**config.mk**
```make
export PLATFORM = sky130hd
export DESIGN_NAME = p88_loader
export DESIGN_NICKNAME = d
export VERILOG_FILES = /design/src/rtl/p88_loader.sv
export SDC_FILE = /design/constraint.sdc
export NUM_CORES = 1
export LEC_CHECK = 0
export ABC_CLOCK_PERIOD_IN_PS = 2400
export BUFFER_PORTS_ARGS = -buffer_cell sky130_fd_sc_hd__buf_2
export CORE_MARGIN = 2
export CORE_UTILIZATION = 54
export CTS_CLUSTER_SIZE = 10
export DETAILED_ROUTE_END_ITERATION = 8
export HOLD_SLACK_MARGIN = 0.03
export PLACE_DENSITY = 0.77
export SLEW_MARGIN = 30
export SYNTH_ARGS = -nofsm -noshare
export SYNTH_HDL_FRONTEND = slang
export SYNTH_SLANG_ARGS = --single-unit
```
**constraint.sdc**
```tcl
create_clock -name clk_sys -period 2.4 [get_ports clk_sys]
set_input_delay 0.48 -clock clk_sys [delete_from_list [all_inputs] [get_ports clk_sys]]
set_output_delay 0.48 -clock clk_sys [all_outputs]
set_load 0.02 [all_outputs]
```
**src/rtl/p88_loader.sv**
```systemverilog
// rtl/p88_loader.sv - P88 image parser turning the ioctl download stream into RAM/ROM write strobes.
// Optional running checksum of RAM data bytes is built only with P88_LOADER_CHECKSUM_EN defined.
module p88_loader #(
    parameter int ADDR_W     = 18,
    parameter int ROM_ADDR_W = 3
) (
    input  logic                  clk_sys,
    input  logic                  reset_n,
    input  logic                  ioctl_download,
    input  logic                  ioctl_wr,
    input  logic [7:0]            ioctl_dout,
    output logic                  ioctl_wait,
    output logic                  hold_reset,
    output logic [ADDR_W-1:0]     ram_addr,
    output logic [7:0]            ram_dout,
    output logic                  ram_we,
    output logic [ROM_ADDR_W-1:0] rom_addr,
    output logic [7:0]            rom_dout,
    output logic                  rom_we,
    output logic [15:0]           checksum
);

    typedef enum logic [2:0] {
        S_IDLE,
        S_CMD,
        S_SEC,
        S_DATA,
        S_ENT,
        S_ROM
    } state_t;

    state_t                  state_q;
    logic                    dl_q;
    logic                    hold_q;
    logic                    wait_q;
    logic [2:0]              cnt_q;
    logic [3:0]              step_q;
    logic [15:0]             seg_q;
    logic [15:0]             off_q;
    logic [15:0]             len_q;
    logic [ADDR_W-1:0]       ram_addr_q;
    logic [7:0]              ram_dout_q;
    logic                    ram_we_q;
    logic [ROM_ADDR_W-1:0]   rom_addr_q;
    logic [7:0]              rom_dout_q;
    logic                    rom_we_q;

    logic                    dl_rise_d;
    logic                    dl_fall_d;
    logic                    accept_d;
    logic [ADDR_W-1:0]       base_d;
    logic [15:0]             len_d;
    logic [7:0]              rom_next_d;

    assign dl_rise_d = ioctl_download & ~dl_q;
    assign dl_fall_d = ~ioctl_download & dl_q;
    assign accept_d  = ioctl_wr & ~wait_q & (state_q != S_IDLE);
    assign base_d    = ADDR_W'({seg_q, 4'h0}) + ADDR_W'(off_q);
    assign len_d     = {ioctl_dout, len_q[7:0]};

    // Far JMP image is EA, offL, offH, segL, segH; this picks the byte after rom_addr.
    always_comb begin
        rom_next_d = 8'h00;
        case (int'(rom_addr_q))
            0:       rom_next_d = off_q[7:0];
            1:       rom_next_d = off_q[15:8];
            2:       rom_next_d = seg_q[7:0];
            3:       rom_next_d = seg_q[15:8];
            default: rom_next_d = 8'h00;
        endcase
    end

    always_ff @(posedge clk_sys or negedge reset_n) begin
        if (!reset_n) begin
            state_q    <= S_IDLE;
            dl_q       <= 1'b0;
            hold_q     <= 1'b0;
            wait_q     <= 1'b0;
            cnt_q      <= '0;
            step_q     <= '0;
            seg_q      <= '0;
            off_q      <= '0;
            len_q      <= '0;
            ram_addr_q <= '0;
            ram_dout_q <= '0;
            ram_we_q   <= 1'b0;
            rom_addr_q <= '0;
            rom_dout_q <= '0;
            rom_we_q   <= 1'b0;
        end else begin
            dl_q <= ioctl_download;
            if (dl_rise_d || dl_fall_d) begin
                hold_q   <= dl_rise_d;
                state_q  <= dl_rise_d ? S_CMD : S_IDLE;
                wait_q   <= 1'b0;
                ram_we_q <= 1'b0;
                rom_we_q <= 1'b0;
                step_q   <= '0;
                cnt_q    <= '0;
            end else begin
                case (state_q)
                    S_CMD: begin
                        if (accept_d && ioctl_dout == 8'hC8) begin
                            state_q <= S_SEC;
                            cnt_q   <= '0;
                        end else if (accept_d && ioctl_dout == 8'hCA) begin
                            state_q    <= S_ENT;
                            cnt_q      <= '0;
                            rom_addr_q <= '0;
                            rom_dout_q <= 8'hEA;
                        end
                    end
                    S_SEC: begin
                        if (accept_d) begin
                            cnt_q <= cnt_q + 3'd1;
                            case (cnt_q)
                                3'd0: seg_q[7:0]  <= ioctl_dout;
                                3'd1: seg_q[15:8] <= ioctl_dout;
                                3'd2: off_q[7:0]  <= ioctl_dout;
                                3'd3: off_q[15:8] <= ioctl_dout;
                                3'd6: len_q[7:0]  <= ioctl_dout;
                                3'd7: begin
                                    len_q      <= len_d;
                                    ram_addr_q <= base_d;
                                    step_q     <= '0;
                                    state_q    <= (len_d == 16'h0000) ? S_CMD : S_DATA;
                                end
                                default: ;
                            endcase
                        end
                    end
                    S_DATA: begin
                        // Three-cycle byte slot: strobe, advance, release the source.
                        case (step_q)
                            4'd0: begin
                                if (accept_d) begin
                                    ram_dout_q <= ioctl_dout;
                                    ram_we_q   <= 1'b1;
                                    wait_q     <= 1'b1;
                                    step_q     <= 4'd1;
                                end
                            end
                            4'd1: begin
                                ram_we_q   <= 1'b0;
                                ram_addr_q <= ram_addr_q + ADDR_W'(1);
                                len_q      <= len_q - 16'd1;
                                step_q     <= 4'd2;
                            end
                            default: begin
                                wait_q <= 1'b0;
                                step_q <= '0;
                                if (len_q == 16'h0000) state_q <= S_CMD;
                            end
                        endcase
                    end
                    S_ENT: begin
                        if (accept_d) begin
                            cnt_q <= cnt_q + 3'd1;
                            case (cnt_q)
                                3'd0: seg_q[7:0]  <= ioctl_dout;
                                3'd1: seg_q[15:8] <= ioctl_dout;
                                3'd2: off_q[7:0]  <= ioctl_dout;
                                default: begin
                                    off_q[15:8] <= ioctl_dout;
                                    state_q     <= S_ROM;
                                    wait_q      <= 1'b1;
                                    rom_we_q    <= 1'b1;
                                    step_q      <= '0;
                                end
                            endcase
                        end
                    end
                    S_ROM: begin
                        // Even steps are strobe cycles; odd steps are the gap that loads the next byte.
                        step_q <= step_q + 4'd1;
                        if (!step_q[0]) begin
                            rom_we_q <= 1'b0;
                            if (step_q != 4'd8) begin
                                rom_addr_q <= rom_addr_q + ROM_ADDR_W'(1);
                                rom_dout_q <= rom_next_d;
                            end
                        end else if (step_q != 4'd9) begin
                            rom_we_q <= 1'b1;
                        end else begin
                            wait_q  <= 1'b0;
                            step_q  <= '0;
                            state_q <= S_CMD;
                        end
                    end
                    default: ;
                endcase
            end
        end
    end

    assign ioctl_wait = wait_q;
    assign hold_reset = hold_q;
    assign ram_addr   = ram_addr_q;
    assign ram_dout   = ram_dout_q;
    assign ram_we     = ram_we_q;
    assign rom_addr   = rom_addr_q;
    assign rom_dout   = rom_dout_q;
    assign rom_we     = rom_we_q;

`ifdef P88_LOADER_CHECKSUM_EN
    logic [15:0] checksum_q;

    always_ff @(posedge clk_sys or negedge reset_n) begin
        if (!reset_n) begin
            checksum_q <= '0;
        end else if (dl_rise_d) begin
            checksum_q <= '0;
        end else if (ram_we_q) begin
            checksum_q <= checksum_q + {8'h00, ram_dout_q};
        end
    end

    assign checksum = checksum_q;
`else
    assign checksum = 16'h0000;
`endif

endmodule

```
==> out/qor.txt, run 1 <==
CRITICAL PATH
---------------------------------------------------------------------------------
Worst setup SP type                                                      register
Worst R2R Path Depth                                                            8
Critical path data required time                                          2.64 ns
Highest net fanout along the worst path                                         4
Number of cells on the critical path                                            8
Crit Path Class                                                      register to register
Slowest cell on the critical path                                           or4_4
Critical path data arrival time                                           2.77 ns
Series of cell instances along the critical path                     inv_2 > ha_4 > or3b_4 > or4_4 > or3_4 > o211ai_4 > nand3_1 > mux2_2
Gate family responsible for the most delay along the worst path      simple AND/OR/NAND/NOR gates
Bufs and invs on worst path                                                     1
Crit. End Element                                                        register
CP peak stage delay                                                       0.43 ns

LAYOUT
---------------------------------------------------------------------------------
Final design area excluding fillers                                  0.00723 sq mm
Share of layout cells above drive strength 1                                0.264
Total Nets Final                                                              788
Growth of design area from synthesis to finish                              16.6%
Antenna Cells                                                                   0

PLACED DESIGN
---------------------------------------------------------------------------------
Dpl cell area                                                        0.00684 sq mm
Final GP Congestion                                                         0.909
Buffers on Ports                                                               52
Placement Setup Slack                                                   -0.252 ns
Detailed placement HPWL                                                  12600 um

GLOBAL ROUTING
---------------------------------------------------------------------------------
GRT Total Usage                                                             0.288
Remaining global-route overflow                                                 0
Wire length of the first global-routing pass                             28700 um
Initial antenna violation count                                                 0
Pin count of the biggest net entering global routing                           43
Vias in the first global route                                               5452

DETAILED ROUTING
---------------------------------------------------------------------------------
Number of vias in the routed layout                                          5628
Violation count after the first detailed-route iteration                      526
Avg Vias per Cell                                                            6.30
Post-route DRC violation count                                                  0
Wire length after detailed routing                                       17300 um
Count of nets left with antenna violations after detail routing                 0
First-pass iteration count of the detailed router                               9
Average wire length per cell after detail routing                         19.3 um

YOSYS
---------------------------------------------------------------------------------
Share of the yosys chip area belonging to registers                         0.403
Mean Syn Cell Area                                                     9.42 sq um
Post-synthesis share of cell area spent on xor and xnor gates              0.0113
Async set or reset register ratio after synthesis                            1.00
Cell Area, Synth                                                     0.00620 sq mm
Yosys warning total                                                             0
Area share of fa/ha/maj cells after synthesis                              0.0637
Mapped Cells                                                                  659
Number of flip-flops and latches in the synthesized netlist                   100
Count of unique library cells instantiated by Yosys                            77
Post-synthesis mux area share                                              0.0942
Largest family of logic cells by synthesized area                    compound AO/OA/AOI/OAI gates
Most used DFF post-synth                                                  dfrtp_1
Compound-Gate Fraction of Synth Area                                        0.205
Number of flops mapped to enable cells by yosys                                 0
Post-synthesis simple-gate area fraction                                    0.165

POWER AND IR DROP
---------------------------------------------------------------------------------
Total power after layout                                                  6080 uW
VDD IR-drop max                                                        0.000722 V
Pwr/cell area                                                         840 mW/mm^2
Static leakage                                                         0.00341 uW

CLOCKING
---------------------------------------------------------------------------------
Clock slew seen by the registers of the worst setup and hold paths        0.07 ns
Longest Clk Path Bufs                                                           2
Clock H-tree levels                                                             3
Buffer cell driving the clock tree root                                 clkbuf_16
Sink Count                                                                    100
Cts-stage hold buffer count                                                     0
Clock insertion delay at the later pin of the skew report                 0.35 ns
CTS tree                                                                     done
Inserted Clock Buffers                                                          9

RUN STATUS
---------------------------------------------------------------------------------
Result of the run                                                    finished, violations left
Violated checks                                                      setup timing

RUN
---------------------------------------------------------------------------------
Max cap viols                                                                   0

FLOORPLANNING
---------------------------------------------------------------------------------
Ports                                                                          69
DIE AREA                                                             0.0124 sq mm
Std-Cell Rows                                                                  39
Die height                                                                 111 um
Width of the chip                                                          111 um
Total core area                                                      0.0113 sq mm
Initial core utilization                                                    0.548

STA
---------------------------------------------------------------------------------
Slew at the pin closest to its max-slew limit                            0.572 ns
PnR worst setup slack                                                   -0.127 ns
Final Hold Fails                                                                0
Unrepaired setup endpoints after global routing                              true
Setup violations, final                                                         3
Number of max-slew violations in the final report                               0
Share of the clock period used by the worst path                             1.05
Worst max-slew margin expressed relative to the limit                       0.619
Skew final                                                             0.00807 ns
Highest achievable clock rate                                             396 MHz
Clock period minus worst slack                                            2.53 ns

WORST HOLD PATH
---------------------------------------------------------------------------------
Class of the tightest hold or removal check                          input port to async pin

## path summary, 6_finish.rpt
kind / slack (ns) / startpoint / end
setup / recovery: -0.13 / len_q[0]$_DFFE_PN0P_ / state_q[0]$_DFFE_PN0P_
hold / removal: 0.11 / reset_n / len_q[2]$_DFFE_PN0P_
setup reg to reg: -0.13 / len_q[0]$_DFFE_PN0P_ / state_q[0]$_DFFE_PN0P_
hold reg to reg: 0.49 / hold_reset$_DFFE_PN0P_ / hold_reset$_DFFE_PN0P_
max in group asynchronous: 1.65 / reset_n / ram_addr[12]$_DFFE_PN0P_
min in group clk_sys: 0.25 / ioctl_download / dl_q$_DFF_PN0_
## worst reg2reg max path, stage by stage (launching register included)
cell	delay, ns
dfrtp_1	0.39
inv_2	0.09
ha_4	0.14
or3b_4	0.37
or4_4	0.43
or3_4	0.37
o211ai_4	0.24
nand3_1	0.11
mux2_2	0.28
## layout make-up
class | instances | area (sq um)
Tap cell | 143 | 179
Fill cell | 936 | 4090
Inverter | 20 | 75.1
Timing Repair Buffer | 107 | 704
Clock buffer | 9 | 225
Multi-Input combinational cell | 507 | 3490
Sequential cell | 100 | 2500
Clock inverter | 7 | 60.1
## cell families (layout without fill, tap and decap cells)
group           after synthesis  after routing
compound gates              195            195
xor+xnor                      8              8
fa+ha+maj                    31             31
buf+inv                      67            143
flops                       100            100
mux                          52             52
other cells                   1             16
simple gates                205            205
## placed cells by master, fill, tap and decap left out, types with 3 or more instances in the layout
master | netlist | final
mux2_2 | 43 | 43
nand2b_1 | 6 | 6
a211oi_2 | 1 | 3
nor3b_1 | 4 | 4
conb_1 | 1 | 16
a21o_1 | 5 | 5
o22a_1 | 5 | 5
nor3_1 | 23 | 23
o21ai_0 | 39 | 37
clkbuf_16 | 0 | 9
nand3_1 | 22 | 22
xnor2_1 | 5 | 5
a31oi_1 | 10 | 10
clkinvlp_4 | 0 | 3
o22ai_1 | 10 | 10
buf_2 | 2 | 51
o21a_1 | 7 | 7
or2_2 | 3 | 3
nor2_1 | 50 | 50
o22a_2 | 5 | 5
a21oi_1 | 52 | 51
dfrtp_1 | 100 | 100
nor4_1 | 4 | 3
mux2i_1 | 7 | 7
nand4_1 | 9 | 9
or4_1 | 5 | 4
and3_1 | 5 | 5
buf_4 | 17 | 53
or3_1 | 5 | 4
a22oi_1 | 20 | 20
a211oi_1 | 8 | 6
inv_1 | 20 | 19
ha_1 | 30 | 29
nand2_1 | 53 | 53
o21ai_1 | 1 | 3
a22o_1 | 4 | 4
xor2_1 | 3 | 3
## cells in the mapped netlist, types with 6 or more instances
cell type	number	share of area
nor3_1	23	0.019
nand4_1	9	0.0091
dfrtp_1	100	0.40
nor2_1	50	0.030
o21ai_0	39	0.031
mux2i_1	7	0.011
a22oi_1	20	0.024
clkbuf_1	22	0.013
a31oi_1	10	0.010
ha_1	30	0.060
inv_1	20	0.012
a21oi_1	52	0.042
nand2_1	53	0.032
mux2_2	43	0.078
buf_4	17	0.021
o22ai_1	10	0.010
nand2b_1	6	0.0061
a211oi_1	8	0.0097
o21a_1	7	0.0085
nand3_1	22	0.018
## through the flow
step	hold slack [ns]	utilization	TNS [ns]	std cells
finish	0.112	0.639	-0.239	893
global placement	0.459	0.604	-2.26	874
global route	0.172	0.639	-0.544	893
CTS	0.136	0.634	-0.190	892
floorplan	0.184	-	-0.228	674
detailed placement	0.477	0.604	-2.59	874
## repair_timing
action                     CTS  global route
setup endpoints to repair    4            11
pin swaps                    2             4
gates cloned                 0             0
buffers inserted             2             1
resized for setup            8            10
## layer usage
| layer | track usage | wire length, um | vias up |
|---|---|---|---|
| met5 | 0 | 0 | - |
| met4 | 0.113 | 430 | 0 |
| met3 | 0.0481 | 1200 | 29 |
| met2 | 0.445 | 8140 | 258 |
| met1 | 0.407 | 7500 | 2770 |
| li1 | - | - | 2571 |
## state kept, by name (all words and copies together), names as in the netlist, 3 cells and up
name and flops:
ram_addr 18, len_q 16, off_q 16, seg_q 16
ram_dout 8, rom_dout 8, step_q 4, cnt_q 3
rom_addr 3, state_q 3
## power by group
group / switching [uW] / leakage, uW / internal (uW) / total, uW
logic: 1380 / 0.00195 / 991 / 2380
registers: 312 / 0.00133 / 1970 / 2280
clock network: 703 / 0.000130 / 718 / 1420
(Power assumes the default switching activity.)
==> run 2, diff against run 1 <==
--- a/config.mk
+++ b/config.mk
@@ -5,6 +5,7 @@
 export SDC_FILE = /design/constraint.sdc
 export NUM_CORES = 1
 export LEC_CHECK = 0
+export ABC_AREA = 1
 export ABC_CLOCK_PERIOD_IN_PS = 2400
 export BUFFER_PORTS_ARGS = -buffer_cell sky130_fd_sc_hd__buf_2
 export CORE_MARGIN = 2
==> out/qor.txt, run 2 <==
FLOORPLANNING
----------------------------------------------------------------------------------
Initial core utilization                                                     0.550
DIE AREA                                                              0.0130 sq mm
Die height                                                                  114 um
Ports                                                                           69
Width of the chip                                                           114 um
Total core area                                                       0.0119 sq mm
Std-Cell Rows                                                                   40

CLOCKING
----------------------------------------------------------------------------------
Buffer cell driving the clock tree root                                  clkbuf_16
Clock insertion delay at the later pin of the skew report                  0.36 ns
Post_cts resized                                                                 0
CTS tree                                                                      done
Inserted Clock Buffers                                                           9
Sink Count                                                                     100
Clock H-tree levels                                                              3
Number of post-CTS setup repair buffers                                          0
Longest Clk Path Bufs                                                            2
Clock slew seen by the registers of the worst setup and hold paths         0.07 ns
Cts-stage hold buffer count                                                      0

LAYOUT
----------------------------------------------------------------------------------
Flip-flop count of the largest register, all copies and words added             18
Filler-free cell count of the finished design                                 1101
Commonest non-fill, non-tap cells in the layout                       234 x nand2_1, 100 x dfrtp_1, 97 x nor2_1
Total Nets Final                                                               992
Fraction of the core area covered by cells at the end of the flow            0.611
Growth of design area from synthesis to finish                               11.0%
Antenna Cells                                                                    0
Share of layout cells above drive strength 1                                 0.128
Filler cell count                                                             1090
Leading cell type in the layout, fill and taps excluded                    nand2_1

YOSYS
----------------------------------------------------------------------------------
Most frequent cells after synthesis                                   234 x nand2_1, 100 x dfrtp_1, 97 x nor2_1
Share of Yosys cell area claimed by the top area cell type                   0.382
Cell Area, Synth                                                      0.00655 sq mm
Count of unique library cells instantiated by Yosys                             45
Number of flip-flops and latches in the synthesized netlist                    100
Cell accounting for the most synthesized area                              dfrtp_1
Async set or reset register ratio after synthesis                             1.00
Number of flops mapped to enable cells by yosys                                  0
Mapped Cells                                                                   890
Cell with the most instances after synthesis                               nand2_1
Share of the yosys chip area belonging to registers                          0.382
Yosys warning total                                                              0
Largest cells by area after synthesis                                 dfrtp_1 38%, nand2_1 13%, ha_1 5.7%
Most used DFF post-synth                                                   dfrtp_1
Mean Syn Cell Area                                                      7.36 sq um

CRITICAL PATH
----------------------------------------------------------------------------------
Slowest cell on the critical path                                          dfrtp_1
Gate family responsible for the most delay along the worst path       simple AND/OR/NAND/NOR gates
Critical path data arrival time                                            2.27 ns
Critical R2R Capture                                                  seg_q[2]$_DFFE_PN0P_
Crit Path Class                                                       register to register
Number of cells on the critical path                                             8
Series of cell instances along the critical path                      inv_2 > nand2_2 > nor2_2 > nor2_1 > nor3_4 > nand3_4 > nand2_1 > o21ai_2
Critical path destination                                             seg_q[2]$_DFFE_PN0P_
CP peak stage delay                                                        0.48 ns
Worst r2r src                                                         state_q[2]$_DFFE_PN0P_
Crit. End Element                                                         register
Highest net fanout along the worst path                                         16
Origin of the worst setup path                                        state_q[2]$_DFFE_PN0P_
Critical path data required time                                           2.65 ns
Worst setup SP type                                                       register
Worst R2R Path Depth                                                             8
Worst R2R Setup Slack                                                      0.37 ns
Bufs and invs on worst path                                                      1

STA
----------------------------------------------------------------------------------
Highest achievable clock rate                                              494 MHz
Final Hold Fails                                                                 0
Worst max-slew margin expressed relative to the limit                        0.652
Unrepaired setup endpoints after global routing                              false
Number of max-slew violations in the final report                                0
Share of the clock period used by the worst path                             0.844
Final sum of negative setup slack                                             0 ns
Setup violations, final                                                          0
Slew at the pin closest to its max-slew limit                             0.522 ns
Skew final                                                              0.00897 ns
Clock period minus worst slack                                             2.03 ns

POWER AND IR DROP
----------------------------------------------------------------------------------
VDD IR-drop max                                                         0.000577 V
Pwr/cell area                                                          772 mW/mm^2
Total power after layout                                                   5620 uW
Static leakage                                                          0.00369 uW

DETAILED ROUTING
----------------------------------------------------------------------------------
Post-route DRC violation count                                                   0
Average wire length per cell after detail routing                          14.8 um
Number of vias in the routed layout                                           6050
Violation count after the first detailed-route iteration                       454
Count of nets left with antenna violations after detail routing                  0
Avg Vias per Cell                                                             5.50
First-pass iteration count of the detailed router                                5
Wire length after detailed routing                                        16300 um

GLOBAL ROUTING
----------------------------------------------------------------------------------
Pin count of the biggest net entering global routing                            42
Remaining global-route overflow                                                  0
Initial antenna violation count                                                  0
Wire length of the first global-routing pass                              26900 um
Vias in the first global route                                                5592
GRT Total Usage                                                              0.262

PLACED DESIGN
----------------------------------------------------------------------------------
Final GP Congestion                                                          0.957
Cell count after placement                                                    1085
Detailed placement HPWL                                                   12200 um
Buffers on Ports                                                                52

RUN
----------------------------------------------------------------------------------
Max cap viols                                                                    0

WORST HOLD PATH
----------------------------------------------------------------------------------
Class of the tightest hold or removal check                           input port to async pin

RUN STATUS
----------------------------------------------------------------------------------
Result of the run                                                     finished, final reports clean

-- run 2: stage by stage --
step           worst slack (ns)  area [sq um]  hold WS (ns)
3_5_place_dp              0.193          6980         0.475
4_1_cts                   0.375          7270         0.103
5_1_grt                   0.121          7270         0.116
2_1_floorplan             0.422          6610         0.184
6_report                  0.374          7270        0.0908
3_3_place_gp              0.218          6980         0.462
-- run 2: kinds of logic after synthesis --
logic type / Yosys count / synth area share
fa+ha+maj: 31 / 0.0604
simple gates: 433 / 0.284
compound gates: 175 / 0.157
xor+xnor: 17 / 0.0227
buf+inv: 133 / 0.0928
other cells: 1 / 0.000573
flops: 100 / 0.382
-- run 2: cell type report --
class,instances,area (sq um),share of cell area
Clock inverter,6,55.1,0.00757
Inverter,96,360,0.0496
Tap cell,147,184,0.0253
Clock buffer,10,239,0.0329
Timing Repair Buffer,70,435,0.0599
Sequential cell,100,2500,0.344
Multi-Input combinational cell,672,3500,0.481
-- run 2: where the power goes --
group	switching, uW	internal (uW)	leakage (uW)	total (uW)
Clock	688	752	0.000146	1440
Combinational	1270	658	0.00223	1930
Sequential	297	1950	0.00130	2250
Total	2250	3360	0.00369	5620
-- run 2: worst min path at each step --
stage	start	endpoint	slack, ns	depth (start not counted)
after floorplan	reset_n	cnt_q[0]$_DFFE_PN0P_	0.18	0
after global placement	hold_reset$_DFFE_PN0P_	hold_reset$_DFFE_PN0P_	0.46	2
after detailed placement	ram_we$_DFFE_PN0P_	ram_we$_DFFE_PN0P_	0.47	2
after CTS	reset_n	ram_dout[5]$_DFFE_PN0P_	0.10	1
after global routing	reset_n	rom_dout[2]$_DFFE_PN0P_	0.12	1
final	reset_n	ram_dout[6]$_DFFE_PN0P_	0.09	1
-- run 2: layer usage --
layer  part of all wire  track usage
met2               0.48        0.453
met4              0.021       0.0829
met1               0.44        0.331
met3              0.052       0.0524
met5                  0            0
